==> config.mk <==
export PLATFORM = sky130hd
export DESIGN_NAME = phase_seq_loop_flat
export DESIGN_NICKNAME = d
export VERILOG_FILES = /design/src/rtl/seq_pkg.sv /design/src/rtl/phase_seq_loop_if.sv /design/src/rtl/seq_iter_cnt.sv /design/src/rtl/phase_seq_loop.sv /design/src/flat_wrapper.sv
export SDC_FILE = /design/constraint.sdc
export NUM_CORES = 1
export LEC_CHECK = 0
export CORE_MARGIN = 4
export CORE_UTILIZATION = 45
export DETAILED_ROUTE_END_ITERATION = 10
export PLACE_DENSITY = 0.71
export SYNTH_ARGS = -nofsm -noshare
export SYNTH_HDL_FRONTEND = slang
export SYNTH_HIERARCHICAL = 1
export SYNTH_SLANG_ARGS = --single-unit
==> constraint.sdc <==
create_clock -name clk -period 3.1 [get_ports clk]
set_input_delay 0.62 -clock clk [delete_from_list [all_inputs] [get_ports clk]]
set_output_delay 0.62 -clock clk [all_outputs]
set_load 0.05 [all_outputs]
==> src/rtl/seq_pkg.sv <==
// seq_pkg: ALU-flow phase constants, counter opcodes and index-width helper shared by phase_seq_loop
package seq_pkg;
  localparam int PH_IDLE    = 0;
  localparam int PH_LOAD    = 1;
  localparam int PH_LOOP_LO = 2;
  localparam int PH_LOOP_HI = 3;
  localparam int PH_FIN     = 5;
  localparam int CNT_W_DEF  = 4;
  typedef enum logic [1:0] {CNT_KEEP, CNT_CLR, CNT_INC} cnt_op_e;
  function automatic int ph_idx_w(input int nph);
    return (nph > 1) ? $clog2(nph) : 1;
  endfunction
endpackage

==> src/rtl/phase_seq_loop_if.sv <==
// phase_seq_loop_if: command/status bundle between the ALU decoder (master) and phase_seq_loop (slave)
interface phase_seq_loop_if import seq_pkg::*; #(
  parameter int NPH   = PH_FIN + 1,
  parameter int CNT_W = CNT_W_DEF
);
  logic             bgn;
  logic             end_req;
  logic             hold;
  logic [CNT_W-1:0] iter;
  logic [NPH-1:0]   fi;
  logic [CNT_W-1:0] cnt;
  logic             busy;
  logic             done;
  modport master(output bgn, end_req, hold, iter, input fi, cnt, busy, done);
  modport slave(input bgn, end_req, hold, iter, output fi, cnt, busy, done);
endinterface

==> src/rtl/seq_iter_cnt.sv <==
// seq_iter_cnt: loop iteration counter with clear/ITER latch, increment and last-iteration compare
module seq_iter_cnt import seq_pkg::*; #(
  parameter int CNT_W = CNT_W_DEF
) (
  input  logic             clk,
  input  logic             rst_n,
  input  cnt_op_e          op,
  input  logic [CNT_W-1:0] iter_in,
  output logic [CNT_W-1:0] cnt,
  output logic             last,
  output logic             iter_zero
);
  logic [CNT_W-1:0] iter_q;
  always_ff @(posedge clk or negedge rst_n)
    if (!rst_n) begin
      cnt    <= '0;
      iter_q <= '0;
    end else if (op == CNT_CLR) begin
      cnt    <= '0;
      iter_q <= iter_in;
    end else if (op == CNT_INC) begin
      cnt    <= cnt + CNT_W'(1);
    end
  // one extra bit so ITER = 2^CNT_W-1 compares without wrapping
  assign last      = ({1'b0, cnt} + (CNT_W+1)'(1)) >= {1'b0, iter_q};
  assign iter_zero = iter_q == '0;
endmodule

==> src/rtl/phase_seq_loop.sv <==
// phase_seq_loop: one-hot phase sequencer with repeated loop region, HOLD/END control and DONE/BUSY status
// Optional SEQ_BACK2BACK_EN: BGN in the final phase restarts at phase 1 with no idle cycle.
module phase_seq_loop import seq_pkg::*; #(
  parameter int NPH     = PH_FIN + 1,
  parameter int LOOP_LO = PH_LOOP_LO,
  parameter int LOOP_HI = PH_LOOP_HI,
  parameter int CNT_W   = CNT_W_DEF
) (
  input logic              clk,
  input logic              rst_n,
  phase_seq_loop_if.slave  bus
);
  localparam int PW = ph_idx_w(NPH);
  localparam logic [PW-1:0] P_IDLE = PW'(PH_IDLE);
  localparam logic [PW-1:0] P_LOAD = PW'(PH_LOAD);
  localparam logic [PW-1:0] P_PRE  = PW'(LOOP_LO - 1);
  localparam logic [PW-1:0] P_LO   = PW'(LOOP_LO);
  localparam logic [PW-1:0] P_HI   = PW'(LOOP_HI);
  localparam logic [PW-1:0] P_POST = PW'(LOOP_HI + 1);
  localparam logic [PW-1:0] P_FIN  = PW'(NPH - 1);
  logic [PW-1:0] p, p_n, p_start;
  logic          done_q, done_n, last, iter_zero, b2b;
  cnt_op_e       op;
`ifdef SEQ_BACK2BACK_EN
  assign b2b = bus.bgn;
`else
  assign b2b = 1'b0;
`endif
  // a loop starting at phase 1 must already honour ITER=0 when leaving idle
  assign p_start = (LOOP_LO == 1 && bus.iter == '0) ? P_POST : P_LOAD;
  always_ff @(posedge clk or negedge rst_n)
    if (!rst_n) begin
      p      <= P_IDLE;
      done_q <= 1'b0;
    end else begin
      p      <= p_n;
      done_q <= done_n;
    end
  always_comb begin
    p_n    = p;
    op     = CNT_KEEP;
    done_n = 1'b0;
    if (p == P_IDLE) begin
      p_n = bus.bgn ? p_start : P_IDLE;
      op  = bus.bgn ? CNT_CLR : CNT_KEEP;
    end else if (bus.end_req && p != P_FIN) begin
      p_n = P_FIN;
    end else if (!bus.hold || bus.end_req) begin
      if (p == P_FIN) begin
        done_n = 1'b1;
        p_n    = b2b ? p_start : P_IDLE;
        op     = b2b ? CNT_CLR : CNT_KEEP;
      end else if (p == P_HI) begin
        op  = CNT_INC;
        p_n = last ? P_POST : P_LO;
      end else if (p == P_PRE) begin
        p_n = iter_zero ? P_POST : P_LO;
      end else begin
        p_n = p + PW'(1);
      end
    end
  end
  seq_iter_cnt #(.CNT_W(CNT_W)) u_cnt (
    .clk       (clk),
    .rst_n     (rst_n),
    .op        (op),
    .iter_in   (bus.iter),
    .cnt       (bus.cnt),
    .last      (last),
    .iter_zero (iter_zero)
  );
  assign bus.fi   = NPH'(1) << p;
  assign bus.busy = p != P_IDLE;
  assign bus.done = done_q;
endmodule

==> src/flat_wrapper.sv <==
// flat-port wrapper written by rule: the top's interface ports become plain ports
module phase_seq_loop_flat import seq_pkg::*;
#(
  parameter int NPH     = PH_FIN + 1,
  parameter int LOOP_LO = PH_LOOP_LO,
  parameter int LOOP_HI = PH_LOOP_HI,
  parameter int CNT_W   = CNT_W_DEF
)
  (clk, rst_n, bus_bgn, bus_end_req, bus_hold, bus_iter, bus_fi, bus_cnt, bus_busy, bus_done);
  phase_seq_loop_if #(.NPH(NPH), .CNT_W(CNT_W)) bus_i ();
  input logic clk;
  input logic rst_n;
  input wire logic [$bits(bus_i.bgn)-1:0] bus_bgn;
  input wire logic [$bits(bus_i.end_req)-1:0] bus_end_req;
  input wire logic [$bits(bus_i.hold)-1:0] bus_hold;
  input wire logic [$bits(bus_i.iter)-1:0] bus_iter;
  output wire logic [$bits(bus_i.fi)-1:0] bus_fi;
  output wire logic [$bits(bus_i.cnt)-1:0] bus_cnt;
  output wire logic [$bits(bus_i.busy)-1:0] bus_busy;
  output wire logic [$bits(bus_i.done)-1:0] bus_done;
  assign bus_i.bgn = bus_bgn;
  assign bus_i.end_req = bus_end_req;
  assign bus_i.hold = bus_hold;
  assign bus_i.iter = bus_iter;
  assign bus_fi = bus_i.fi;
  assign bus_cnt = bus_i.cnt;
  assign bus_busy = bus_i.busy;
  assign bus_done = bus_i.done;
  phase_seq_loop #(.NPH(NPH), .LOOP_LO(LOOP_LO), .LOOP_HI(LOOP_HI), .CNT_W(CNT_W)) u_core (.clk(clk), .rst_n(rst_n), .bus(bus_i));
endmodule
Yosys cells after proc, flatten, opt, wreduce, memory -nomap -nowiden
Index checks and enable logic that the tools add are counted.
{"block": "op_classes", "n_addsub": 3, "order_cmp": 1, "n_eq_ne": 6, "n_shift": 1, "mux": 21, "reduce_logical": 8}
{"operator": "$mux W3", "n": 8}
{"operator": "$mux W2", "n": 5}
{"operator": "$mux W4", "n": 2}
{"operator": "$mux W1", "n": 6}
{"operator": "$reduce_bool A3 Y1", "n": 2}
{"operator": "$shl A1 B3 Y6 const A", "n": 1}
{"operator": "$add A4 B1 Y5 const B", "n": 1}
{"operator": "$ge A5 B4 Y1", "n": 1}
{"operator": "$add A4 B1 Y4 const B", "n": 1}
{"operator": "$logic_not A4 Y1", "n": 1}
{"operator": "$add A3 B1 Y3 const B", "n": 1}
{"operator": "$eq A3 B1 Y1 const B", "n": 1}
{"operator": "$eq A3 B2 Y1 const B", "n": 1}
{"operator": "$eq A3 B3 Y1 const B", "n": 1}
{"operator": "$logic_not A3 Y1", "n": 1}
{"operator": "$ne A3 B3 Y1 const B", "n": 1}
{"operator": "$eq A2 B1 Y1 const B", "n": 1}
{"operator": "$eq A2 B2 Y1 const B", "n": 1}
{"operator": "$reduce_bool A2 Y1", "n": 1}
{"operator": "$logic_and A1 B1 Y1", "n": 1}
{"operator": "$logic_not A1 Y1", "n": 1}
{"operator": "$logic_or A1 B1 Y1", "n": 1}
{"block": "totals", "regBits": 12, "in_bits": 9, "out_inout_bits": 12, "elab_cells": 44}

Logic depth before layout (Yosys ltp)
Gate-level depths: netlist of the first run.
{"block": "logic_depth", "ltp_word": 9, "depth_mapped": 12, "ltp_nobuf": 11}

By module
The synthesis of the first run kept the hierarchy.
{"mod": "seq_iter_cnt", "n_inst": 1, "cells_per_inst": 48, "area_each_um2": 475.5, "seq_area_each_um2": 200.2}
{"mod": "phase_seq_loop", "n_inst": 1, "cells_per_inst": 43, "area_each_um2": 395.4, "seq_area_each_um2": 100.1}

Least setup slack after synthesis of the first run
OpenSTA, ideal clock, no wires.
{"block": "synth_timing", "path_type": "register -> register", "startpoint": "register u_core.p[0]", "endpoint": "register u_core.u_cnt.cnt[3]", "setup_ns": 0.080, "arrival_time_ns": 2.286, "required_ns": 3.020, "slack_ns": 0.734, "stages_incl_launch_ff": 11, "n_path_buf": 0, "period_less_slack_ns": 2.366, "cell_sequence": "dfrtp_1 inv_1 ha_1 nand2_4 inv_4 nor4_4 and2_1 inv_1 ha_1 or4_4 o211ai_2"}
{"block": "synth_between", "elab_chain_len": 8, "word_cells_on_any_way": 14, "classes_between": "eq/ne: 5; mux: 6; reduce/logical: 3"}
{"element": "start: declaration", "line_no": "phase_seq_loop.sv:21", "text": "logic [PW-1:0] p, p_n, p_start;"}
{"element": "start signal: assignment", "line_no": "phase_seq_loop.sv:36", "text": "p <= p_n;"}
{"element": "$eq A3 B2 Y1", "line_no": "phase_seq_loop.sv:53", "text": "end else if (p == P_HI) begin"}
{"element": "$mux W2", "line_no": "phase_seq_loop.sv:53"}
{"element": "$mux W2", "line_no": "phase_seq_loop.sv:49", "text": "if (p == P_FIN) begin"}
{"element": "$mux W2", "line_no": "phase_seq_loop.sv:48", "text": "end else if (!bus.hold || bus.end_req) begin"}
{"element": "$mux W2", "line_no": "phase_seq_loop.sv:46", "text": "end else if (bus.end_req && p != P_FIN) begin"}
{"element": "$mux W2 (*)", "line_no": "phase_seq_loop.sv:43", "text": "if (p == P_IDLE) begin"}
{"element": "net u_core.op[1]", "line_no": "phase_seq_loop.sv:23", "text": "cnt_op_e op;"}
{"element": "$eq A2 B1 Y1 or $eq A2 B2 Y1 (tied branches)", "line_no": "seq_iter_cnt.sv:18, seq_iter_cnt.sv:21"}
{"element": "$mux W4 or $reduce_bool A2 Y1 (tied branches)"}
{"element": "end signal: assignment", "line_no": "seq_iter_cnt.sv:22", "text": "cnt <= cnt + CNT_W'(1);"}
{"element": "end: declaration", "line_no": "seq_iter_cnt.sv:9", "text": "output logic [CNT_W-1:0] cnt,"}
Mark *: on every way through the listed nets, which the timed path passes. The rest lies on a longest branch.
A chain may end at the register's enable or synchronous reset.

Worst setup path after layout of the first run
{"block": "layout_timing", "startpoint": "register u_core.p[1]", "endpoint": "output port bus_fi[5]"}
{"block": "layout_between", "elab_chain_len": 1}
{"element": "$shl A1 B3 Y6", "line_no": "phase_seq_loop.sv:72", "text": "assign bus.fi = NPH'(1) << p;"}
{"element": "end: declaration", "line_no": "flat_wrapper.sv:17", "text": "output wire logic [$bits(bus_i.fi)-1:0] bus_fi;"}
Every way passes these cells.

==> results of run 1 <==
## layer usage
layer  up-vias  global-route usage, %  wire length, um
met1       332                   19.9              846
met4         0                   3.06                9
met3         2                   4.87              103
met5         -                      0                0
met2        17                   22.0              786
li1        360                      -                -
## state kept, by name, indices dropped and copies added, names as in the netlist
register / cells
u_core/u_cnt/cnt: 4
u_core/u_cnt/iter_q: 4
u_core/p: 3
u_core/bus.done: 1
## stage by stage
stage | instances | instance area, um^2
6_report | 138 | 1120
3_3_place_gp | 135 | 1090
5_1_grt | 138 | 1120
3_5_place_dp | 135 | 1090
2_1_floorplan | 91 | 871
4_1_cts | 138 | 1120
## cells by family after synthesis
kind of cell             count (synthesis)
flip-flops                              12
multiplexers                             3
adder cells (fa/ha/maj)                 11
AO/OA/AOI/OAI                           19
buffers and inverters                   10
XOR/XNOR                                 2
AND/OR/NAND/NOR                         34
## layout make-up
type	instances	area [um^2]
fillers	155	667
inverters	8	32.5
clock buffers	3	22.5
repair buffers	21	208
well taps	25	31.3
multi-input cells	69	522
flip-flops and latches	12	300
## power groups by stage
stage               Combinational (mW)  Sequential, mW  Clock, mW
finish                           0.839           0.307     0.0911
global placement                 0.820           0.308          0
global route                     0.913           0.321      0.100
detailed placement               0.834           0.309          0
floorplan                        0.536           0.381          0
CTS                              0.838           0.306     0.0947
## cells in the final DEF, fill, tap and decap left out, drive strengths merged
cell type	synthesis	routed
o21ai	10	10
clkdlybuf4s50	0	20
nand3b	1	1
and2	4	4
a21oi	2	2
nand2b	4	4
or4	1	1
dfrtp	12	12
nand3	1	1
nor4	2	2
nor2b	4	4
inv	8	8
buf	2	1
nor3	2	2
o221ai	1	1
clkbuf	0	3
o21a	2	2
o211ai	1	1
xnor2	1	1
ha	11	11
mux2i	1	1
nor2	5	5
and2b	1	1
a211oi	1	1
a32o	1	1
nand2	9	9
a31oi	1	1
xor2	1	1
mux2	2	2
## worst min-delay path by stage
stage | cells past startpoint | end
after floorplan | 0 | u_core/bus.done
after global placement | 1 | u_core/u_cnt/iter_q[0]
after detailed placement | 2 | u_core/u_cnt/cnt[1]
after CTS | 2 | u_core/u_cnt/iter_q[2]
after global routing | 2 | u_core/u_cnt/iter_q[1]
final | 2 | u_core/u_cnt/iter_q[2]
## worst reg2reg max path: cells and delay by family, from the launching register on
family / cells / cell delay (ns)
adders and majority gates: 2 / 0.61
DFF: 1 / 0.44
buffers and inverters: 3 / 0.18
AOI/OAI and AO/OA: 1 / 0.07
and+or+nand+nor: 4 / 1.00
==> out/qor.yml, run 1 <==
synth:
  synth.avg_cell_area_um2: 9.57
  yosys-top-cells-area: "dfrtp_1 34%, ha_1 16%, o21ai_0 5.7%"
  synth-edff-count: 0
  synth_top_family_by_area: "simple AND/OR/NAND/NOR gates"
  synthMuxAreaShare_pct: 3.74
  synth-simple-area-share_pct: 24.6
  ys_ff_latch: 12
  synth-main-ff-cell: "dfrtp_1"
  yosysWarnings: 6
  synth.most_common_cell: "dfrtp_1"
  synth_fa_ha_area_share_pct: 15.8
  synthesis.area_um2: 871
  synth_compound_area_share_pct: 13.8
  yosys.area.top_type: "dfrtp_1"
  synth_xor_area_share_pct: 2.01
  synth_commonest_cells: "12 x dfrtp_1, 11 x ha_1, 10 x o21ai_0"
  synth_nets: 111
  yosysTopAreaCellShare_pct: 34.5
  yosysSeqAreaShare_pct: 34.5
  synthArstFlopShare_pct: 100
  syn_inst: 91
  yosys.cell_types.count: 34
floorplan:
  initial_utilization_pct: 48.8
  dieArea_um2: 2700
  ios: 21
  fp.dieW_um: 52.0
  core_um2: 1780
  fp.dieH_um: 52.0
  num_rows: 15
clock_network:
  cts-hold-fix-buffers: 0
  cts_tree: "built"
  postCtsSetupBuffers: 0
  htree_num_levels: 1
  clockBufferDepth: 2
  cts.sinks: 12
  cts-root-buf: "clkbuf_4"
  cts.repair.resized: 0
  worst_skew_pair.late_latency_ns: 0.27
  path_clk_slew_ns: 0.07
  cts_made_buffers: 3
drt:
  drtAntennaViolNets: 0
  via_count: 711
  vias_per_cell: 5.15
  drc: 0
  wire_per_inst_um: 12.6
  firstDrtPassIters: 4
  finalWirelength_mm: 1.75
  first_iter_violations: 15
global_routing:
  grt_max_degree: 13
  antenna_found_initial: 0
  grt_pass1_wl_mm: 2.92
  grt_use_total_pct: 14.5
  overflow: 0
  grt_pass1_vias: 659
layout:
  antenna-diode-count: 0
  drive_above_1_share_pct: 14.2
  utilization_pct: 62.6
  nets: 135
  area_delta_synth_final_pct: 28.2
critical_path:
  critPathKind: "flip-flop to output pin"
  crit_path_top_delay_cell: "clkdlybuf4s50_1"
  worstReg2RegStart: "u_core/p[0]"
  r2r_setup_slack_ns: 0.74
  cp_cell_sequence: "inv_1 -> ha_1 -> and2_2 -> clkdlybuf4s50_1"
  cp-start-kind: "flip-flop"
  crit_path_end: "bus_fi[5]"
  critPathTopFamily: "buffers and inverters"
  r2r_cells: 10
  reg2reg_to: "u_core/u_cnt/cnt[3]"
  critPathMaxStageDelay_ns: 0.82
  cp.required_ns: 2.48
  critPathMaxFanout: 6
  cp-end-kind: "output pin"
  worst-path-buf-inv: 2
  critPathLaunch: "u_core/p[1]"
  arrival_ns: 2.12
  crit_cells: 4
power_and_ir_drop:
  power_frac_comb_pct: 67.8
  powerDensity_nw_per_um2: 1110
  max-vdd-ir-drop_mv: 0.574
  p_int_mw: 0.600
  seqPwrFrac_pct: 24.8
  p_clk_share_pct: 7.4
  finalPower_mw: 1.24
  p_leak_nw: 0.489
  swShare_pct: 51.5
  power_switching_mw: 0.637
timing:
  rsz0062_at_grt: "no"
  hold_slack_ns: 0.561
  finalSetupViolCount: 0
  period_minus_slack_ns: 2.74
  fin_setup_tns_ns: 0
  final_max_slew_viol_count: 0
  finalHoldViolations: 0
  layout_setup_ws_ns: 0.357
  max_freq_mhz: 365
  finClkSkew_ns: 0.00288
  finalCritPeriodShare_pct: 88.5
  timing.slew.headroom_pct: 64.8
  max_slew.worst_pin.slew_ns: 0.527
outcome:
  outcome: "complete, no violations"
min_path:
  hold_start: "u_core/u_cnt/iter_q[2]"
  hold_class: "flip-flop to flip-flop"
placed_design:
  routabilityCongestion: 0.858
  dp_hpwl_mm: 1.39
  io_buffers: 20
  pre_cts_ws_ns: 0.450
run:
  max_cap_violations: 0
(Power assumes the default switching activity.)
==> run 2: changes to the inputs <==
Settings changed: CORE_ASPECT_RATIO set to 0.6, CORE_UTILIZATION 45 to 40, PLACE_DENSITY 0.71 to 0.64.
==> run 2 against run 1 <==
Fmax shrank 0.99%. Worst setup slack got worse by 0.027 ns. Critical path type unchanged. Utilization fell by 5.2 points. Highest routed layer is now met3.
==> out/qor.yml, run 2 (synthesis results as in run 1) <==
power_and_ir_drop:
  max-vdd-ir-drop_mv: 0.506  # -12%
  power_frac_comb_pct: 67.6  # -0.2 points
  swShare_pct: 51.9  # +0.41 points
  seqPwrFrac_pct: 25.1  # +0.3 points
  p_clk_share_pct: 7.3  # about the same
  power_switching_mw: 0.649  # +1.9%
  p_leak_nw: 0.489  # unchanged
  powerDensity_nw_per_um2: 1120  # +0.71%
  p_int_mw: 0.601  # +0.19%
timing:
  hold_slack_ns: 0.569  # +0.00768 ns
  period_minus_slack_ns: 2.77  # +0.0274 ns
  layout_setup_ws_ns: 0.330  # -0.0274 ns
  finalSetupViolCount: 0  # unchanged
  rsz0062_at_grt: "no"
  finalCritPeriodShare_pct: 89.4  # +0.88 points
  fin_setup_tns_ns: 0  # unchanged
  finClkSkew_ns: 0.00252  # -0.000360 ns
  max_slew.worst_pin.slew_ns: 0.558  # +0.0316 ns
  final_max_slew_viol_count: 0  # unchanged
  max_freq_mhz: 361  # -0.99%
  timing.slew.headroom_pct: 62.7  # -2.1 points
  finalHoldViolations: 0  # unchanged
placed_design:
  placed_area_um2: 1100  # +0.34%
  routabilityCongestion: 0.776  # -9.5%
  dp_hpwl_mm: 1.57  # +13%
  dp.cells: 138  # +2.2%
  pre_cts_ws_ns: 0.457  # +0.00668 ns
  io_buffers: 20  # unchanged
clock_network:
  cts_tree: "built"
  clockBufferDepth: 2  # unchanged
  cts_made_buffers: 3  # unchanged
  cts.repair.resized: 0  # unchanged
  htree_num_levels: 1  # unchanged
  cts-root-buf: "clkbuf_4"
  worst_skew_pair.late_latency_ns: 0.27  # about the same
  postCtsSetupBuffers: 0  # unchanged
  path_clk_slew_ns: 0.07  # about the same
  cts.sinks: 12  # unchanged
  cts-hold-fix-buffers: 0  # unchanged
layout:
  drive_above_1_share_pct: 14.2  # unchanged
  antenna-diode-count: 0  # unchanged
  area_delta_synth_final_pct: 28.6
  most-common-layout-cells: "20 x clkdlybuf4s50_1, 12 x dfrtp_1, 11 x ha_1"
  finalInstanceArea_um2: 1120  # +0.34%
  reg_top3: "u_core/u_cnt/cnt x4, u_core/u_cnt/iter_q x4, u_core/p x3"
  fin_cells: 141  # +2.2%
  final_common_cell: "clkdlybuf4s50_1"
  nets: 135  # unchanged
global_routing:
  grt_max_degree: 13  # unchanged
  grt_pass1_wl_mm: 3.13  # +7.1%
  grt_use_total_pct: 14.1  # -0.39 points
  grt_pass1_vias: 644  # -2.3%
  overflow: 0  # unchanged
  busiest_layer: "met1"
  grtUsageMet1_pct: 21.9  # +2.1 points
  gr-usage-met2_pct: 17.8  # -4.2 points
  met3_usage_pct: 6.35  # +1.5 points
  antenna_found_initial: 0  # unchanged
critical_path:
  r2r_cells: 10  # unchanged
  worstReg2RegStart: "u_core/p[0]"
  cp.required_ns: 2.48  # about the same
  reg2reg_to: "u_core/u_cnt/cnt[3]"
  arrival_ns: 2.15  # +0.03 ns
  r2r_setup_slack_ns: 0.72  # -0.02 ns
  crit_path_end: "bus_fi[5]"
  cp-start-kind: "flip-flop"
  critPathKind: "flip-flop to output pin"
  critPathMaxFanout: 6  # unchanged
  cp-end-kind: "output pin"
  critPathLaunch: "u_core/p[1]"
floorplan:
  initial_utilization_pct: 44.6  # -4.2 points
  fp.dieW_um: 68.2  # +31%
  fp.dieH_um: 44.1  # -15%
  ios: 21  # unchanged
  dieArea_um2: 3010  # +11%
  num_rows: 12  # -3
  core_um2: 1950  # +9.5%
drt:
  first_iter_violations: 41  # +26
  drc: 0  # unchanged
  firstDrtPassIters: 4  # unchanged
  wire_per_inst_um: 13.8  # +9.0%
  vias_per_cell: 5.13  # -0.34%
  via_count: 724  # +1.8%
  finalWirelength_mm: 1.94  # +11%
  drtAntennaViolNets: 0  # unchanged
min_path:
  hold_class: "flip-flop to flip-flop"
outcome:
  outcome: "complete, no violations"
run:
  max_cap_violations: 0  # unchanged
==> run 2: cell counts in the layout (fill, tap and decap cells not counted) <==
No cell type changed its count.
==> run 2: layout make-up <==
cell class	count	area [um^2]
inverter	8	32.5
timing repair buffer	21	208
sequential	12	300
fill	181	832
tap	28	35.0
clock buffer	3	22.5
multi-input combinational	69	522
==> run 2: how the worst min path moves through the flow <==
stage                      startpoint                endpoint  cells past startpoint
2_1_floorplan                   rst_n         u_core/bus.done                      0
6_report       u_core/u_cnt/iter_q[2]  u_core/u_cnt/iter_q[2]                      2
3_5_place_dp   u_core/u_cnt/iter_q[0]  u_core/u_cnt/iter_q[0]                      1
3_3_place_gp   u_core/u_cnt/iter_q[0]  u_core/u_cnt/iter_q[0]                      1
5_1_grt        u_core/u_cnt/iter_q[3]  u_core/u_cnt/iter_q[3]                      2
4_1_cts        u_core/u_cnt/iter_q[3]  u_core/u_cnt/iter_q[3]                      2
==> run 2: worst max-delay path: stages, from the launching register on <==
cell	delay, ns
dfrtp_1	0.43
inv_1	0.09
ha_1	0.27
and2_2	0.26
clkdlybuf4s50_1	0.83
==> run 2: routing by layer <==
| metal | share of wire (%) | vias to the layer above |
|---|---|---|
| li1 | - | 359 |
| met1 | 53 | 349 |
| met2 | 42 | 16 |
| met3 | 5.7 | 0 |
| met4 | 0 | 0 |
| met5 | 0 | - |
==> run 2: power groups by stage <==
| stage | Clock [mW] | Sequential, mW | Combinational [mW] |
|---|---|---|---|
| after CTS | 0.0976 | 0.312 | 0.852 |
| final | 0.0907 | 0.314 | 0.846 |
| after global routing | 0.109 | 0.324 | 0.913 |
| after floorplan | 0 | 0.381 | 0.536 |
| after detailed placement | 0 | 0.315 | 0.847 |
| after global placement | 0 | 0.312 | 0.835 |
==> run 2: per-stage QoR <==
stage / power [mW] / utilization, %
2_1_floorplan: 0.917 / -
3_3_place_gp: 1.15 / 56.2
3_5_place_dp: 1.16 / 56.2
4_1_cts: 1.26 / 57.4
5_1_grt: 1.35 / 57.4
6_report: 1.25 / 57.4
==> run 3: changes to the inputs <==
Settings changed: CTS_CLUSTER_SIZE set to 14, GPL_TIMING_DRIVEN set to 0, PLACE_DENSITY 0.64 to 0.66.
Clock period 3.1 ns to 2.45 ns, I/O delays scaled along.
==> run 3 against run 2 <==
Utilization increased by 0.38 points. First-iteration DRC count decreased by 56%. Non-clock buffer count increased by 1. Largest cell class unchanged. Worst setup slack got worse by 0.25 ns.
==> out/qor.yml, run 3 (synthesis results as in run 1) <==
floorplan:
  dieArea_um2: 3010  # unchanged
  initial_utilization_pct: 44.6  # unchanged
  fp.dieH_um: 44.1  # unchanged
  fp.dieW_um: 68.2  # unchanged
  core_um2: 1950  # unchanged
  ios: 21  # unchanged
  num_rows: 12  # unchanged
critical_path:
  arrival_ns: 1.88  # -0.27 ns
  cp-end-kind: "output pin"
  critPathTopFamily: "buffers and inverters"
  cp-start-kind: "flip-flop"
  critPathMaxFanout: 5  # -1
  crit_path_top_delay_cell: "clkdlybuf4s50_1"
  cp_cell_sequence: "inv_1 -> ha_1 -> and2b_2 -> clkdlybuf4s50_1"
  critPathMaxStageDelay_ns: 0.79  # -0.04 ns
  cp.required_ns: 1.96  # -0.52 ns
  worst-path-buf-inv: 2  # unchanged
  critPathKind: "flip-flop to output pin"
clock_network:
  postCtsSetupBuffers: 0  # unchanged
  cts.sinks: 12  # unchanged
  cts-root-buf: "clkbuf_4"
  htree_num_levels: 1  # unchanged
  worst_skew_pair.late_latency_ns: 0.27  # about the same
  clockBufferDepth: 2  # unchanged
  path_clk_slew_ns: 0.07  # about the same
  cts_tree: "built"
  cts_made_buffers: 3  # unchanged
timing:
  rsz0062_at_grt: "no"
  finalHoldViolations: 0  # unchanged
  period_minus_slack_ns: 2.37
  max_freq_mhz: 422
  max_slew.worst_pin.slew_ns: 0.586  # +0.0271 ns
  finalSetupViolCount: 0  # unchanged
  final_max_slew_viol_count: 0  # unchanged
  timing.slew.headroom_pct: 60.8  # -1.8 points
  finClkSkew_ns: 0.00153  # -0.000997 ns
  finalCritPeriodShare_pct: 96.6
  hold_slack_ns: 0.549  # -0.0203 ns
global_routing:
  antenna_found_initial: 0  # unchanged
  grt_pass1_wl_mm: 3.15  # +0.90%
  grt_pass1_vias: 674  # +4.7%
  overflow: 0  # unchanged
  grt_use_total_pct: 14.5  # +0.37 points
  grt_max_degree: 13  # unchanged
drt:
  firstDrtPassIters: 4  # unchanged
  first_iter_violations: 18  # -56%
  via_count: 693  # -4.3%
  vias_per_cell: 4.88  # -5.0%
  drc: 0  # unchanged
  wire_per_inst_um: 13.4  # -2.9%
  finalWirelength_mm: 1.90  # -2.2%
  drtAntennaViolNets: 0  # unchanged
placed_design:
  dp.cells: 139  # +0.72%
  io_buffers: 20  # unchanged
  routabilityCongestion: 0.735  # -5.4%
  dp_hpwl_mm: 1.56  # -0.63%
run:
  max_cap_violations: 0  # unchanged
layout:
  antenna-diode-count: 0  # unchanged
  final_common_cell: "clkdlybuf4s50_1"
  area_delta_synth_final_pct: 29.5
  drive_above_1_share_pct: 17.5  # +3.4 points
  most-common-layout-cells: "14 x clkdlybuf4s50_1, 11 x dfrtp_1, 10 x o21ai_0"
  nets: 136  # +0.74%
  fin_cells: 142  # +0.71%
  reg_top3: "u_core/u_cnt/cnt x4, u_core/u_cnt/iter_q x4, u_core/p x3"
  utilization_pct: 57.8  # +0.38 points
  fillCellCount: 170  # -6.1%
power_and_ir_drop:
  finalPower_mw: 1.57  # +25%
  powerDensity_nw_per_um2: 1390  # +24%
  p_leak_nw: 0.509  # +4.1%
  max-vdd-ir-drop_mv: 0.572  # +13%
min_path:
  hold_class: "flip-flop to flip-flop"
outcome:
  outcome: "complete, no violations"
-- run 3: cell count changes in the layout (fill, tap and decap cells not counted) --
cell	change
buf_6	+1
dlygate4sd2_1	+6
buf_4	-1
ha_2	+2
dfrtp_1	-1
ha_1	-2
clkdlybuf4s50_1	-6
dfrtp_2	+1
buf_2	+1
-- run 3: path summary, 6_finish.rpt --
check | start | end | slack (ns) | cells after the start
worst max register to register | u_core/p[1] | u_core/u_cnt/cnt[3] | 0.13 | 10
worst min-delay path | u_core/u_cnt/iter_q[0] | u_core/u_cnt/iter_q[0] | 0.55 | 1
worst max-delay path | u_core/p[0] | bus_fi[2] | 0.08 | 4
min in group asynchronous | rst_n | u_core/u_cnt/cnt[2] | 0.59 | 1
worst min register to register | u_core/u_cnt/iter_q[0] | u_core/u_cnt/iter_q[0] | 0.55 | 1
max in group asynchronous | rst_n | u_core/p[0] | 1.45 | 1
-- run 3: power by group --
part | internal [mW] | switching, mW | total [mW] | leakage [nW]
sequential | 0.290 | 0.102 | 0.391 | 0.143
clock | 0.0569 | 0.0621 | 0.119 | 0.0138
combinational | 0.402 | 0.652 | 1.05 | 0.352
-- run 3: timing repair --
| item | in CTS | in global routing |
|---|---|---|
| hold buffers | 0 | 0 |
| pin swaps | 0 | 0 |
| gates cloned | 0 | 0 |
| gates resized for setup | 7 | 2 |
| hold endpoints to repair | 0 | 0 |
| endpoints found under the setup margin | 7 | 2 |
-- run 3: worst reg2reg max path, delay by kind of cell, from the launching register on --
family / cells / cell delay [ns]
fa+ha+maj: 2 / 0.51
buf+inv: 3 / 0.26
flops: 1 / 0.40
simple gates: 4 / 1.00
compound gates: 1 / 0.07
-- run 3: metrics by stage --
stage / TNS [ns] / cell area (um^2) / setup slack, ns
after floorplan: 0 / 871 / 0.0841
after global placement: -0.0885 / 1110 / -0.0885
after detailed placement: -0.145 / 1110 / -0.135
after CTS: 0 / 1120 / 0.0415
after global routing: 0 / 1130 / 0.0250
final: 0 / 1130 / 0.0827
-- run 3: cell type report --
type	count	area [um^2]	share of cell area, %
Buffer	2	16.3	1.44
Clock buffer	3	22.5	2.00
Inverter	8	32.5	2.89
Multi-Input combinational cell	69	527	46.7
Sequential cell	12	302	26.7
Tap cell	28	35.0	3.11
Timing Repair Buffer	20	193	17.1
-- run 3: routing by layer --
metal,vias to the layer above,global-route usage [%],share of wire (%)
met5,-,0,0
li1,363,-,-
met1,320,20.6,54
met2,10,21.3,43
met3,0,5.33,2.8
met4,0,2.37,0
